<file path="src/rtl/uart_pixel_deframer_pkg.sv">
// uart_pixel_deframer_pkg: shared types and defaults for the UART pixel deframer
package uart_pixel_deframer_pkg;
   localparam int BYTE_W = 8;
   localparam logic [BYTE_W-1:0] SYNC_BYTE_DEF = 8'hA5;
   typedef enum logic [2:0] {S_HUNT, S_W_HI, S_W_LO, S_H_HI, S_H_LO, S_PIX, S_CSUM} deframe_state_t;
   typedef struct packed {
      logic [BYTE_W-1:0] data;
      logic              sof;
      logic              eol;
      logic              eof;
   } pix_beat_t;
endpackage

</file>
<file path="src/rtl/uart_pixel_deframer_if.sv">
// uart_pixel_deframer_if: RX FIFO read side and pixel stream bundled for the deframer
interface uart_pixel_deframer_if #(parameter int DATA_W = 8);
   logic [DATA_W-1:0] rx_rd_data;
   logic              rx_valid;
   logic              rx_rd;
   logic [DATA_W-1:0] pix_data;
   logic              pix_valid;
   logic              pix_ready;
   logic              pix_sof;
   logic              pix_eol;
   logic              pix_eof;
   modport master (
      input  rx_rd_data, rx_valid, pix_ready,
      output rx_rd, pix_data, pix_valid, pix_sof, pix_eol, pix_eof
   );
   modport slave (
      output rx_rd_data, rx_valid, pix_ready,
      input  rx_rd, pix_data, pix_valid, pix_sof, pix_eol, pix_eof
   );
endinterface

</file>
<file path="src/rtl/uart_pixel_deframer_pix_out_reg.sv">
// uart_pixel_deframer_pix_out_reg: one-entry valid/ready register holding a pixel beat
module uart_pixel_deframer_pix_out_reg
   import uart_pixel_deframer_pkg::*;
(
   input  logic      clk,
   input  logic      rst,
   input  logic      ld,
   input  logic      ready,
   input  pix_beat_t beat_in,
   output logic      valid,
   output pix_beat_t beat
);
   // load only happens when empty or draining, so a stalled beat never changes
   always_ff @(posedge clk) begin
      if (rst) begin
         valid <= 1'b0;
         beat <= '0;
      end else if (ld) begin
         valid <= 1'b1;
         beat <= beat_in;
      end else if (ready) begin
         valid <= 1'b0;
      end
   end
endmodule

</file>
<file path="src/rtl/uart_pixel_deframer.sv">
// uart_pixel_deframer: sync hunt, header parse, pixel streaming, checksum and idle timeout
module uart_pixel_deframer
   import uart_pixel_deframer_pkg::*;
#(
   parameter int                DATA_W      = BYTE_W,
   parameter int                MAX_W       = 1024,
   parameter int                MAX_H       = 1024,
   parameter logic [DATA_W-1:0] SYNC_BYTE   = SYNC_BYTE_DEF,
   parameter int                TIMEOUT_CYC = 100000
) (
   input  logic                 clk,
   input  logic                 rst,
   uart_pixel_deframer_if.master bus,
   output logic [15:0]          frame_width,
   output logic [15:0]          frame_height,
   output logic                 busy,
   output logic                 frame_done,
   output logic                 hdr_err,
   output logic                 csum_err,
   output logic                 timeout_err
);
   localparam int IDLE_W = $clog2(TIMEOUT_CYC + 1);
   deframe_state_t    state, state_nxt;
   logic [15:0]       w_tmp, h_val, col, row;
   logic [DATA_W-1:0] h_hi, csum, d;
   logic [IDLE_W-1:0] idle;
   logic              accept, pop, ld, hdr_bad, tmo, pv;
   pix_beat_t         beat_in, pb;
   assign d = bus.rx_rd_data;
   assign busy = state != S_HUNT;
   assign bus.rx_rd = pop;
   assign bus.pix_valid = pv;
   assign bus.pix_data = pb.data;
   assign bus.pix_sof = pb.sof;
   assign bus.pix_eol = pb.eol;
   assign bus.pix_eof = pb.eof;
   // next state, pop strobe, header check and the beat that a pixel pop would load
   always_comb begin
      accept = (state != S_PIX) | !pv | bus.pix_ready;
      pop = bus.rx_valid & accept;
      ld = pop & (state == S_PIX);
      h_val = {h_hi, d};
      hdr_bad = (w_tmp == 16'd0) | (h_val == 16'd0) | (w_tmp > 16'(MAX_W)) | (h_val > 16'(MAX_H));
      beat_in.data = d;
      beat_in.sof = (row == 16'd0) & (col == 16'd0);
      beat_in.eol = col == frame_width - 16'd1;
      beat_in.eof = beat_in.eol & (row == frame_height - 16'd1);
      tmo = (state != S_HUNT) & !bus.rx_valid & (idle == IDLE_W'(TIMEOUT_CYC - 1));
      state_nxt = state;
      if (pop) begin
         case (state)
            S_HUNT:  state_nxt = (d == SYNC_BYTE) ? S_W_HI : S_HUNT;
            S_W_HI:  state_nxt = S_W_LO;
            S_W_LO:  state_nxt = S_H_HI;
            S_H_HI:  state_nxt = S_H_LO;
            S_H_LO:  state_nxt = hdr_bad ? S_HUNT : S_PIX;
            S_PIX:   state_nxt = beat_in.eof ? S_CSUM : S_PIX;
            default: state_nxt = S_HUNT;
         endcase
      end else if (tmo) begin
         state_nxt = S_HUNT;
      end
   end
   // state register
   always_ff @(posedge clk) state <= rst ? S_HUNT : state_nxt;
   // header capture, pixel counters, checksum, idle timer and status pulses
   always_ff @(posedge clk) begin
      if (rst) begin
         w_tmp <= '0;
         h_hi <= '0;
         frame_width <= '0;
         frame_height <= '0;
         col <= '0;
         row <= '0;
         csum <= '0;
         idle <= '0;
         frame_done <= 1'b0;
         hdr_err <= 1'b0;
         csum_err <= 1'b0;
         timeout_err <= 1'b0;
      end else begin
         frame_done <= pop & (state == S_CSUM);
         csum_err <= pop & (state == S_CSUM) & (d != csum);
         hdr_err <= pop & (state == S_H_LO) & hdr_bad;
         timeout_err <= tmo;
         idle <= (pop | tmo | (state == S_HUNT)) ? '0 : idle + IDLE_W'(!bus.rx_valid);
         if (pop) begin
            case (state)
               S_W_HI: w_tmp[15:8] <= d;
               S_W_LO: w_tmp[7:0] <= d;
               S_H_HI: h_hi <= d;
               S_H_LO: begin
                  col <= '0;
                  row <= '0;
                  csum <= '0;
                  if (!hdr_bad) begin
                     frame_width <= w_tmp;
                     frame_height <= h_val;
                  end
               end
               S_PIX: begin
                  csum <= csum ^ d;
                  col <= beat_in.eol ? 16'd0 : col + 16'd1;
                  row <= beat_in.eol ? row + 16'd1 : row;
               end
               default: ;
            endcase
         end
      end
   end
   uart_pixel_deframer_pix_out_reg u_pix_out_reg (
      .clk    (clk),
      .rst    (rst),
      .ld     (ld),
      .ready  (bus.pix_ready),
      .beat_in(beat_in),
      .valid  (pv),
      .beat   (pb)
   );
endmodule

</file>
<file path="src/flat_wrapper.sv">
// flat-port wrapper written by rule: the top's interface ports become plain ports
module uart_pixel_deframer_flat import uart_pixel_deframer_pkg::*;
#(
   parameter int                DATA_W      = BYTE_W,
   parameter int                MAX_W       = 1024,
   parameter int                MAX_H       = 1024,
   parameter logic [DATA_W-1:0] SYNC_BYTE   = SYNC_BYTE_DEF,
   parameter int                TIMEOUT_CYC = 100000
)
  (clk, rst, frame_width, frame_height, busy, frame_done, hdr_err, csum_err, timeout_err, bus_rx_rd_data, bus_rx_valid, bus_pix_ready, bus_rx_rd, bus_pix_data, bus_pix_valid, bus_pix_sof, bus_pix_eol, bus_pix_eof);
  uart_pixel_deframer_if #(.DATA_W(DATA_W)) bus_i ();
  input  logic clk;
  input  logic rst;
  output logic [15:0] frame_width;
  output logic [15:0] frame_height;
  output logic busy;
  output logic frame_done;
  output logic hdr_err;
  output logic csum_err;
  output logic timeout_err;
  input wire logic [$bits(bus_i.rx_rd_data)-1:0] bus_rx_rd_data;
  input wire logic [$bits(bus_i.rx_valid)-1:0] bus_rx_valid;
  input wire logic [$bits(bus_i.pix_ready)-1:0] bus_pix_ready;
  output wire logic [$bits(bus_i.rx_rd)-1:0] bus_rx_rd;
  output wire logic [$bits(bus_i.pix_data)-1:0] bus_pix_data;
  output wire logic [$bits(bus_i.pix_valid)-1:0] bus_pix_valid;
  output wire logic [$bits(bus_i.pix_sof)-1:0] bus_pix_sof;
  output wire logic [$bits(bus_i.pix_eol)-1:0] bus_pix_eol;
  output wire logic [$bits(bus_i.pix_eof)-1:0] bus_pix_eof;
  assign bus_i.rx_rd_data = bus_rx_rd_data;
  assign bus_i.rx_valid = bus_rx_valid;
  assign bus_i.pix_ready = bus_pix_ready;
  assign bus_rx_rd = bus_i.rx_rd;
  assign bus_pix_data = bus_i.pix_data;
  assign bus_pix_valid = bus_i.pix_valid;
  assign bus_pix_sof = bus_i.pix_sof;
  assign bus_pix_eol = bus_i.pix_eol;
  assign bus_pix_eof = bus_i.pix_eof;
  uart_pixel_deframer #(.DATA_W(DATA_W), .MAX_W(MAX_W), .MAX_H(MAX_H), .SYNC_BYTE(SYNC_BYTE), .TIMEOUT_CYC(TIMEOUT_CYC)) u_core (.clk(clk), .rst(rst), .bus(bus_i), .frame_width(frame_width), .frame_height(frame_height), .busy(busy), .frame_done(frame_done), .hdr_err(hdr_err), .csum_err(csum_err), .timeout_err(timeout_err));
endmodule
</file>
<file path="config.mk">
export PLATFORM = sky130hd
export DESIGN_NAME = uart_pixel_deframer_flat
export DESIGN_NICKNAME = d
export VERILOG_FILES = /design/src/rtl/uart_pixel_deframer_pkg.sv /design/src/rtl/uart_pixel_deframer_if.sv /design/src/rtl/uart_pixel_deframer_pix_out_reg.sv /design/src/rtl/uart_pixel_deframer.sv /design/src/flat_wrapper.sv
export SDC_FILE = /design/constraint.sdc
export NUM_CORES = 1
export LEC_CHECK = 0
export BUFFER_PORTS_ARGS = -buffer_cell sky130_fd_sc_hd__buf_2
export CORE_MARGIN = 3
export CORE_UTILIZATION = 29
export CTS_CLUSTER_DIAMETER = 150
export DETAILED_ROUTE_END_ITERATION = 10
export PLACE_DENSITY = 0.5
export SETUP_SLACK_MARGIN = 0.2
export SLEW_MARGIN = 20
export SYNTH_ARGS = -nofsm -noshare
export SYNTH_HDL_FRONTEND = slang
export SYNTH_SLANG_ARGS = --single-unit
</file>
<file path="constraint.sdc">
create_clock -name clk -period 3.5 [get_ports clk]
set_input_delay 0.7 -clock clk [delete_from_list [all_inputs] [get_ports clk]]
set_output_delay 0.7 -clock clk [all_outputs]
set_load 0.1 [all_outputs]
</file>
==> results of run 1 <==
[power breakdown]
| part | switching (mW) | total [mW] | internal, mW |
|---|---|---|---|
| registers | 0.000191 | 1.50 | 1.50 |
| logic | 0.0561 | 0.0741 | 0.0180 |
| clock network | 0.700 | 1.93 | 1.23 |
[critical path: stages, from the launching register on]
cell      delay [ps]
dfxtp_1          570
nand3b_1         370
o21ai_0          460
inv_1            200
buf_2            340
[cell type report]
class	count	area, sq um
fill	2373	14300
multi-input combinational	646	3760
sequential	132	2640
timing repair buffer	83	473
clock buffer	20	457
tap	280	350
clock inverter	11	174
inverter	12	45.0
[how the worst min path moves through the flow]
stage	start	end	cells past startpoint
finish	u_core.u_pix_out_reg.beat[9]	u_core.u_pix_out_reg.beat[9]	2
global route	u_core.h_hi[4]	u_core.h_hi[4]	2
CTS	u_core.u_pix_out_reg.beat[9]	u_core.u_pix_out_reg.beat[9]	2
detailed placement	u_core.u_pix_out_reg.beat[9]	u_core.u_pix_out_reg.beat[9]	2
global placement	u_core.u_pix_out_reg.beat[9]	u_core.u_pix_out_reg.beat[9]	2
floorplan	u_core.w_tmp[12]	u_core.w_tmp[12]	2
[routing by layer]
layer  vias up  global-route usage
li1       3042                   -
met1      2757               0.215
met2       108               0.231
met3        18              0.0363
met4         0              0.0517
met5         -                   0
[sequential cells by signal, indices dropped and copies added, names as in the netlist]
name                        count
u_core.csum                     8
u_core.u_pix_out_reg.valid      1
u_core.frame_width             16
u_core.frame_done               1
u_core.hdr_err                  1
u_core.u_pix_out_reg.beat      11
u_core.state                    3
u_core.row                     16
u_core.h_hi                     8
u_core.w_tmp                   16
u_core.frame_height            16
u_core.idle                    17
u_core.col                     16
u_core.timeout_err              1
u_core.csum_err                 1
[cell families after synthesis]
group                      after synthesis  synth area share
muxes                                    7            0.0107
AOI/OAI and AO/OA                      137             0.123
DFF                                    132             0.397
buffers and inverters                   63            0.0386
and+or+nand+nor                        416             0.313
xor gates and xnor gates                78             0.103
adders and majority gates                8            0.0151
[metrics by stage]
step | area [sq um] | utilization | std cells | power [mW] | hold slack, ps
2_1_floorplan | 6650 | - | 841 | 1.58 | 436
3_3_place_gp | 7270 | 0.328 | 1153 | 1.61 | 443
3_5_place_dp | 7270 | 0.328 | 1153 | 1.61 | 447
4_1_cts | 7900 | 0.356 | 1184 | 3.55 | 455
5_1_grt | 7900 | 0.356 | 1184 | 3.63 | 471
6_report | 7900 | 0.356 | 1184 | 3.51 | 450
[synth_stat cells, types with 10 or more instances]
library cell | number | area (sq um)
nor4_1 | 23 | 144
nor2_1 | 70 | 263
a21oi_1 | 82 | 410
and3_1 | 16 | 100
nand4_1 | 18 | 113
inv_1 | 12 | 45.0
clkbuf_1 | 44 | 165
dfxtp_1 | 132 | 2640
or3_1 | 10 | 62.6
xor2_1 | 47 | 412
o21ai_0 | 14 | 70.1
nand2_1 | 147 | 552
nor3_1 | 38 | 190
xnor2_1 | 31 | 272
and2_1 | 13 | 81.3
nand3_1 | 35 | 175
==> results.tsv, run 1 <==
metric	value	unit
cts bufs inserted	17	
Vias/cell	5.00	
clock skew	9.14	ps
Post-synth EDFFs	0	
synthesized area per cell	7.91	sq um
Reg-to-Reg End	u_core.state[0]	
Post-Syn Nets	861	
crit path from	u_core.state[2]	
CTS Hold Bufs	0	
met1 WL	9350	microns
Post-Syn Instances	841	
critical path fanouts, max	13	
Synth Flop Type	dfxtp_1	
FF-to-FF Start	u_core.frame_width[2]	
residual DRC count	0	
first-pass GRT wire length	30100	microns
worst slack, placed	560	ps
CP endpoint	bus_rx_rd	
Worst-Margin Slew	887	ps
Layout area overhead	18.8	%
initial antenna violation count	0	
Max Cap Viol	0	
Root Driver	clkbuf_16	
leakage power	3.02	nW
final slew viol count	0	
commonest non-fill, non-tap cell in the layout	nand2_1	
Reg2Reg Depth	9	
PostCTS Resize Cnt	0	
status	complete, no violations	
Setup Viol. Count Final	0	
most frequent cells in the layout	nand2_1 (147), dfxtp_1 (132), a21oi_1 (82)	
RSZ-0062 raised after global routing	false	
Routed WL per cell	15.5	microns
CP endpoint kind	output pin	
vias in the first global route	5591	
FFs w/ async S/R, synth	0	
YS warnings	0	
worst vdd ir	0.301	mV
Final WS setup	433	ps
Worst-path clk slew	60	ps
Final Net Count	912	
Cell Rows	54	
TritonCTS clock tree	done	
port bufs	61	
Startpoint Class	flip-flop	
Routed Antenna Nets	0	
initial core utilization	0.300	
Hold Crit Class	flip-flop to flip-flop	
latest clock arrival within the worst-skew pair	430	ps
Sink Count	132	
grt ovf	0	
Tot GR Track Use	0.153	
Tcrit/Tclk final	0.876	
# diodes	0	
Die ar.	0.0248	sq mm
Seq/Total Area, Yosys	0.397	
DRT iter0 DRCs	410	
metal2 WL	8100	microns
GP Congestion	0.823	
clk buf depth	2	
Top Layer Used	met4	
headroom to the max-slew limit	0.404	
Die Ht	157	microns
share of post-route cells with drive strength above 1	0.142	
Syn Std Cell Area	0.00665	sq mm
Post-DP HPWL	13300	microns
power per cell area	444	mW/mm^2
TNS Setup	0	ps
Peak Freq	326	MHz
post-CTS setup buffers	0	
r2r setup slk	550	ps
Core Area	0.0222	sq mm
Synth Register Bits	132	
I/O Pins	62	
Final Critical Period	3070	ps
largest net degree at the start of global routing	53	
critical path data required time	2800	ps
drt pass-1 iters	4	
CP arrival	2370	ps
total number of vias	5925	
drt total wl	18400	microns
Die Wd	157	microns
Clock H-tree levels	4	
Final Hold Vio Count	0	
routed wl met3	662	microns
CP Class	flip-flop to output pin	
Synth cell types	60	
(Power assumes the default switching activity.)
==> inputs of run 2 (changes only) <==
Settings changed: MAX_ROUTING_LAYER set to met4.
==> results.tsv, run 2 (synthesized netlist as in run 1, its figures left out) <==
metric	value	unit
status	complete, no violations	
critical path cell sequence	nand3b_1 > o21ai_0 > inv_1 > buf_2	
Die Ht	157	microns
Final Critical Period	3080	ps
drt total wl	18400	microns
Setup Viol. Count Final	0	
Reg2Reg Depth	9	
max FFs per register	17	
largest net degree at the start of global routing	53	
CP Class	flip-flop to output pin	
leakage power	3.02	nW
worst vdd ir	0.302	mV
worst hold slack	451	ps
critical path data required time	2800	ps
RSZ-0062 raised after global routing	false	
Root Driver	clkbuf_16	
power per cell area	444	mW/mm^2
CP Depth	4	
Inst Count DP	1153	
Die ar.	0.0248	sq mm
total power	3.51	mW
port bufs	61	
Util after Layout	0.356	
CTS Hold Bufs	0	
Finished Cell Area	0.00790	sq mm
DRT iter0 DRCs	360	
I/O Pins	62	
Core Area	0.0222	sq mm
Worst-Margin Slew	871	ps
slowest library cell on the worst path	dfxtp_1	
CP endpoint kind	output pin	
post-CTS setup buffers	0	
critical path fanouts, max	13	
Startpoint Class	flip-flop	
Hold Startpoint	u_core.u_pix_out_reg.beat[9]	
final slew viol count	0	
Layout area overhead	18.8	%
drt pass-1 iters	5	
Finished Layout Cells	1184	
Worst-path clk slew	60	ps
most flop-heavy register	u_core.idle	
most frequent cells in the layout	nand2_1 (147), dfxtp_1 (132), a21oi_1 (82)	
GP Congestion	0.836	
residual DRC count	0	
crit path from	u_core.state[2]	
Vias/cell	5.02	
r2r setup slk	560	ps
vias in the first global route	5565	
Hold Crit Class	flip-flop to flip-flop	
total number of vias	5947	
Final WS setup	422	ps
max incr delay on CP	570	ps
initial core utilization	0.300	
hold path depth	2	
CP delay by family, top	flip-flops	
TNS Setup	0	ps
# diodes	0	
Sink Count	132	
cts bufs inserted	17	
Cell Rows	54	
Die Wd	157	microns
Post-DP Area	0.00727	sq mm
grt ovf	0	
Final Net Count	912	
first-pass GRT wire length	30100	microns
Tot GR Track Use	0.158	
Routed WL per cell	15.6	microns
latest clock arrival within the worst-skew pair	420	ps
clock skew	9.89	ps
clk buf depth	2	
TritonCTS clock tree	done	
Post-DP HPWL	13300	microns
initial antenna violation count	0	
FF-to-FF Start	u_core.frame_width[0]	
crit path buf inv count	2	
PostCTS Resize Cnt	0	
Routed Antenna Nets	0	
CP arrival	2380	ps
share of post-route cells with drive strength above 1	0.142	
commonest non-fill, non-tap cell in the layout	nand2_1	
Peak Freq	325	MHz
worst slack, placed	560	ps
Max Cap Viol	0	
Clock H-tree levels	4	
number of fill cells	2373	
Final Hold Vio Count	0	
headroom to the max-slew limit	0.415	
Tcrit/Tclk final	0.880	
run 2: cell counts in the layout (fill, tap and decap cells not counted):
No cell type changed its count.
run 2: layout make-up:
cell class / count / area [sq um] / area share
Inverter: 12 / 45.0 / 0.00570
Multi-Input combinational cell: 646 / 3760 / 0.476
Clock buffer: 20 / 457 / 0.0578
Tap cell: 280 / 350 / 0.0444
Sequential cell: 132 / 2640 / 0.335
Timing Repair Buffer: 83 / 473 / 0.0599
Clock inverter: 11 / 174 / 0.0220
run 2: per-layer routing:
metal / vias up / global-route usage / wire (microns)
met1: 2765 / 0.216 / 9330
met5: - / - / 0
met2: 117 / 0.230 / 8090
met4: 0 / 0.0541 / 371
li1: 3038 / - / -
met3: 27 / 0.0344 / 624
run 2: path summary, 6_finish.rpt:
kind | endpoint
worst max-delay path | bus_rx_rd
worst min-delay path | u_core.u_pix_out_reg.beat[9]
worst max register to register | u_core.state[0]
worst min register to register | u_core.u_pix_out_reg.beat[9]
run 2: worst reg2reg max path, cell delays in order, from the launching register on:
cell       delay, ps
dfxtp_1          370
or4_4            610
nor3_4           290
mux2_1           350
a31oi_1          200
nor2_1            70
nor4_1           320
o2111ai_1        150
buf_4            190
a221o_1          300
run 2: power breakdown:
part / internal (mW) / total (mW) / switching, mW
Sequential: 1.50 / 1.50 / 0.000190
Clock: 1.23 / 1.93 / 0.702
Combinational: 0.0180 / 0.0738 / 0.0558
==> inputs of run 3 (changes only) <==
==> constraint.sdc (replaced) <==
create_clock -name clk -period 3.5 [get_ports clk]
set_input_delay 0.35 -clock clk [delete_from_list [all_inputs] [get_ports clk]]
set_output_delay 0.35 -clock clk [all_outputs]
set_load 0.1 [all_outputs]
==> results.tsv, run 3 (synthesized netlist as in run 1, its figures left out) <==
metric	value	unit
total number of vias	5938	
drt pass-1 iters	5	
M2 GR Usage	0.227	
Layout area overhead	18.0	%
Die ar.	0.0248	sq mm
power per cell area	435	mW/mm^2
crit path buf inv count	1	
Root Driver	clkbuf_16	
worst vdd ir	0.279	mV
port bufs	61	
critical path fanouts, max	11	
CP delay by family, top	simple AND/OR/NAND/NOR gates	
Final Hold Vio Count	0	
GP Congestion	0.828	
Routed Antenna Nets	0	
vias in the first global route	5398	
initial core utilization	0.300	
Clock H-tree levels	4	
initial antenna violation count	0	
Most Crowded Layer GR	met2	
Tot GR Track Use	0.152	
Vias/cell	5.03	
most frequent cells in the layout	nand2_1 (147), dfxtp_1 (132), a21oi_1 (82)	
r2r setup slk	500	ps
final slew viol count	0	
latest clock arrival within the worst-skew pair	420	ps
Finished Layout Cells	1181	
CTS Hold Bufs	0	
Die Wd	157	microns
grt ovf	0	
first-pass GRT wire length	29300	microns
worst slack, placed	478	ps
Setup Viol. Count Final	0	
headroom to the max-slew limit	0.410	
Sink Count	132	
critical path data required time	3800	ps
Max Cap Viol	0	
CP arrival	3300	ps
internal power	2.65	mW
drt total wl	18100	microns
met3 global-route usage	0.0294	
CP Class	flip-flop to flip-flop	
Final Critical Period	3000	ps
Startpoint Class	flip-flop	
GR Layer Usage met1	0.213	
largest net degree at the start of global routing	75	
commonest non-fill, non-tap cell in the layout	nand2_1	
sw frac	0.224	
Reg power frac	0.440	
PostCTS Resize Cnt	0	
Routed WL per cell	15.3	microns
share of post-route cells with drive strength above 1	0.139	
Final Net Count	908	
Hold Crit Class	input pin to flip-flop	
Post-DP HPWL	13000	microns
max incr delay on CP	570	ps
Peak Freq	333	MHz
leakage power	2.99	nW
Die Ht	157	microns
most flop-heavy register	u_core.idle	
residual DRC count	0	
Cell Rows	54	
Worst-path clk slew	60	ps
net switching power	0.764	mW
Clk pwr share	0.539	
CP endpoint kind	flip-flop	
TNS Setup	0	ps
critical path cell sequence	or4_4 > nor3_4 > mux2_1 > a31oi_1 > nor2_1 > nor4_1 > o2111ai_1 > buf_4 > a221o_1	
Core Area	0.0222	sq mm
status	complete, no violations	
clk buf depth	2	
Tcrit/Tclk final	0.857	
Final WS setup	501	ps
DRT iter0 DRCs	356	
slowest library cell on the worst path	or4_4	
TritonCTS clock tree	done	
clock skew	7.92	ps
Comb pwr share	0.020	
post-CTS setup buffers	0	
max FFs per register	17	
Inst Count DP	1149	
RSZ-0062 raised after global routing	false	
cts bufs inserted	17	
# diodes	0	
I/O Pins	62	
Worst-Margin Slew	878	ps
-- run 3: cell count changes in the layout (fill, tap and decap cells not counted) --
cell	before	now
clkinv_4	1	4
clkbuf_8	2	0
bufinv_16	4	3
inv_8	0	1
clkinvlp_4	3	2
buf_4	23	19
clkinv_2	1	2
-- run 3: stage by stage --
stage / hold slack [ps] / power [mW] / instance area [sq um] / util
after global routing: 247 / 3.53 / 7850 / 0.354
after floorplan: 436 / 1.58 / 6650 / -
after CTS: 221 / 3.46 / 7850 / 0.354
after global placement: 443 / 1.61 / 7240 / 0.327
final: 232 / 3.41 / 7850 / 0.354
after detailed placement: 446 / 1.61 / 7240 / 0.327
-- run 3: layer usage --
| layer | share of wire | vias to the layer above | wire length (microns) |
|---|---|---|---|
| met5 | 0 | - | 0 |
| met4 | 0.012 | 0 | 218 |
| met3 | 0.033 | 16 | 600 |
| met2 | 0.44 | 91 | 8000 |
| met1 | 0.51 | 2789 | 9260 |
| li1 | - | 3042 | - |
-- run 3: tightest hold or removal path, cell delays in order --
cell	delay [ps]
buf_2	70
nand2b_1	110
a21oi_1	60
-- run 3: worst paths after layout --
kind / start / endpoint / cells past startpoint
max: u_core.frame_width[2] / u_core.state[0] / 9
min: bus_pix_ready / u_core.u_pix_out_reg.valid / 3
max reg2reg: u_core.frame_width[2] / u_core.state[0] / 9
min reg2reg: u_core.u_pix_out_reg.beat[10] / u_core.u_pix_out_reg.beat[10] / 2
-- run 3: area by class of cell --
class | instances | area (sq um)
clock buffers | 18 | 429
repair buffers | 79 | 443
multi-input cells | 646 | 3760
flip-flops and latches | 132 | 2640
clock inverters | 14 | 179
inverters | 12 | 45.0
well taps | 280 | 350
fillers | 2374 | 14300
-- run 3: power by group through the flow --
stage	sequential [mW]	clock [mW]	combinational [mW]
6_report	1.50	1.84	0.0698
3_5_place_dp	1.54	0	0.0711
3_3_place_gp	1.54	0	0.0713
5_1_grt	1.50	1.95	0.0767
4_1_cts	1.50	1.89	0.0711
2_1_floorplan	1.54	0	0.0451
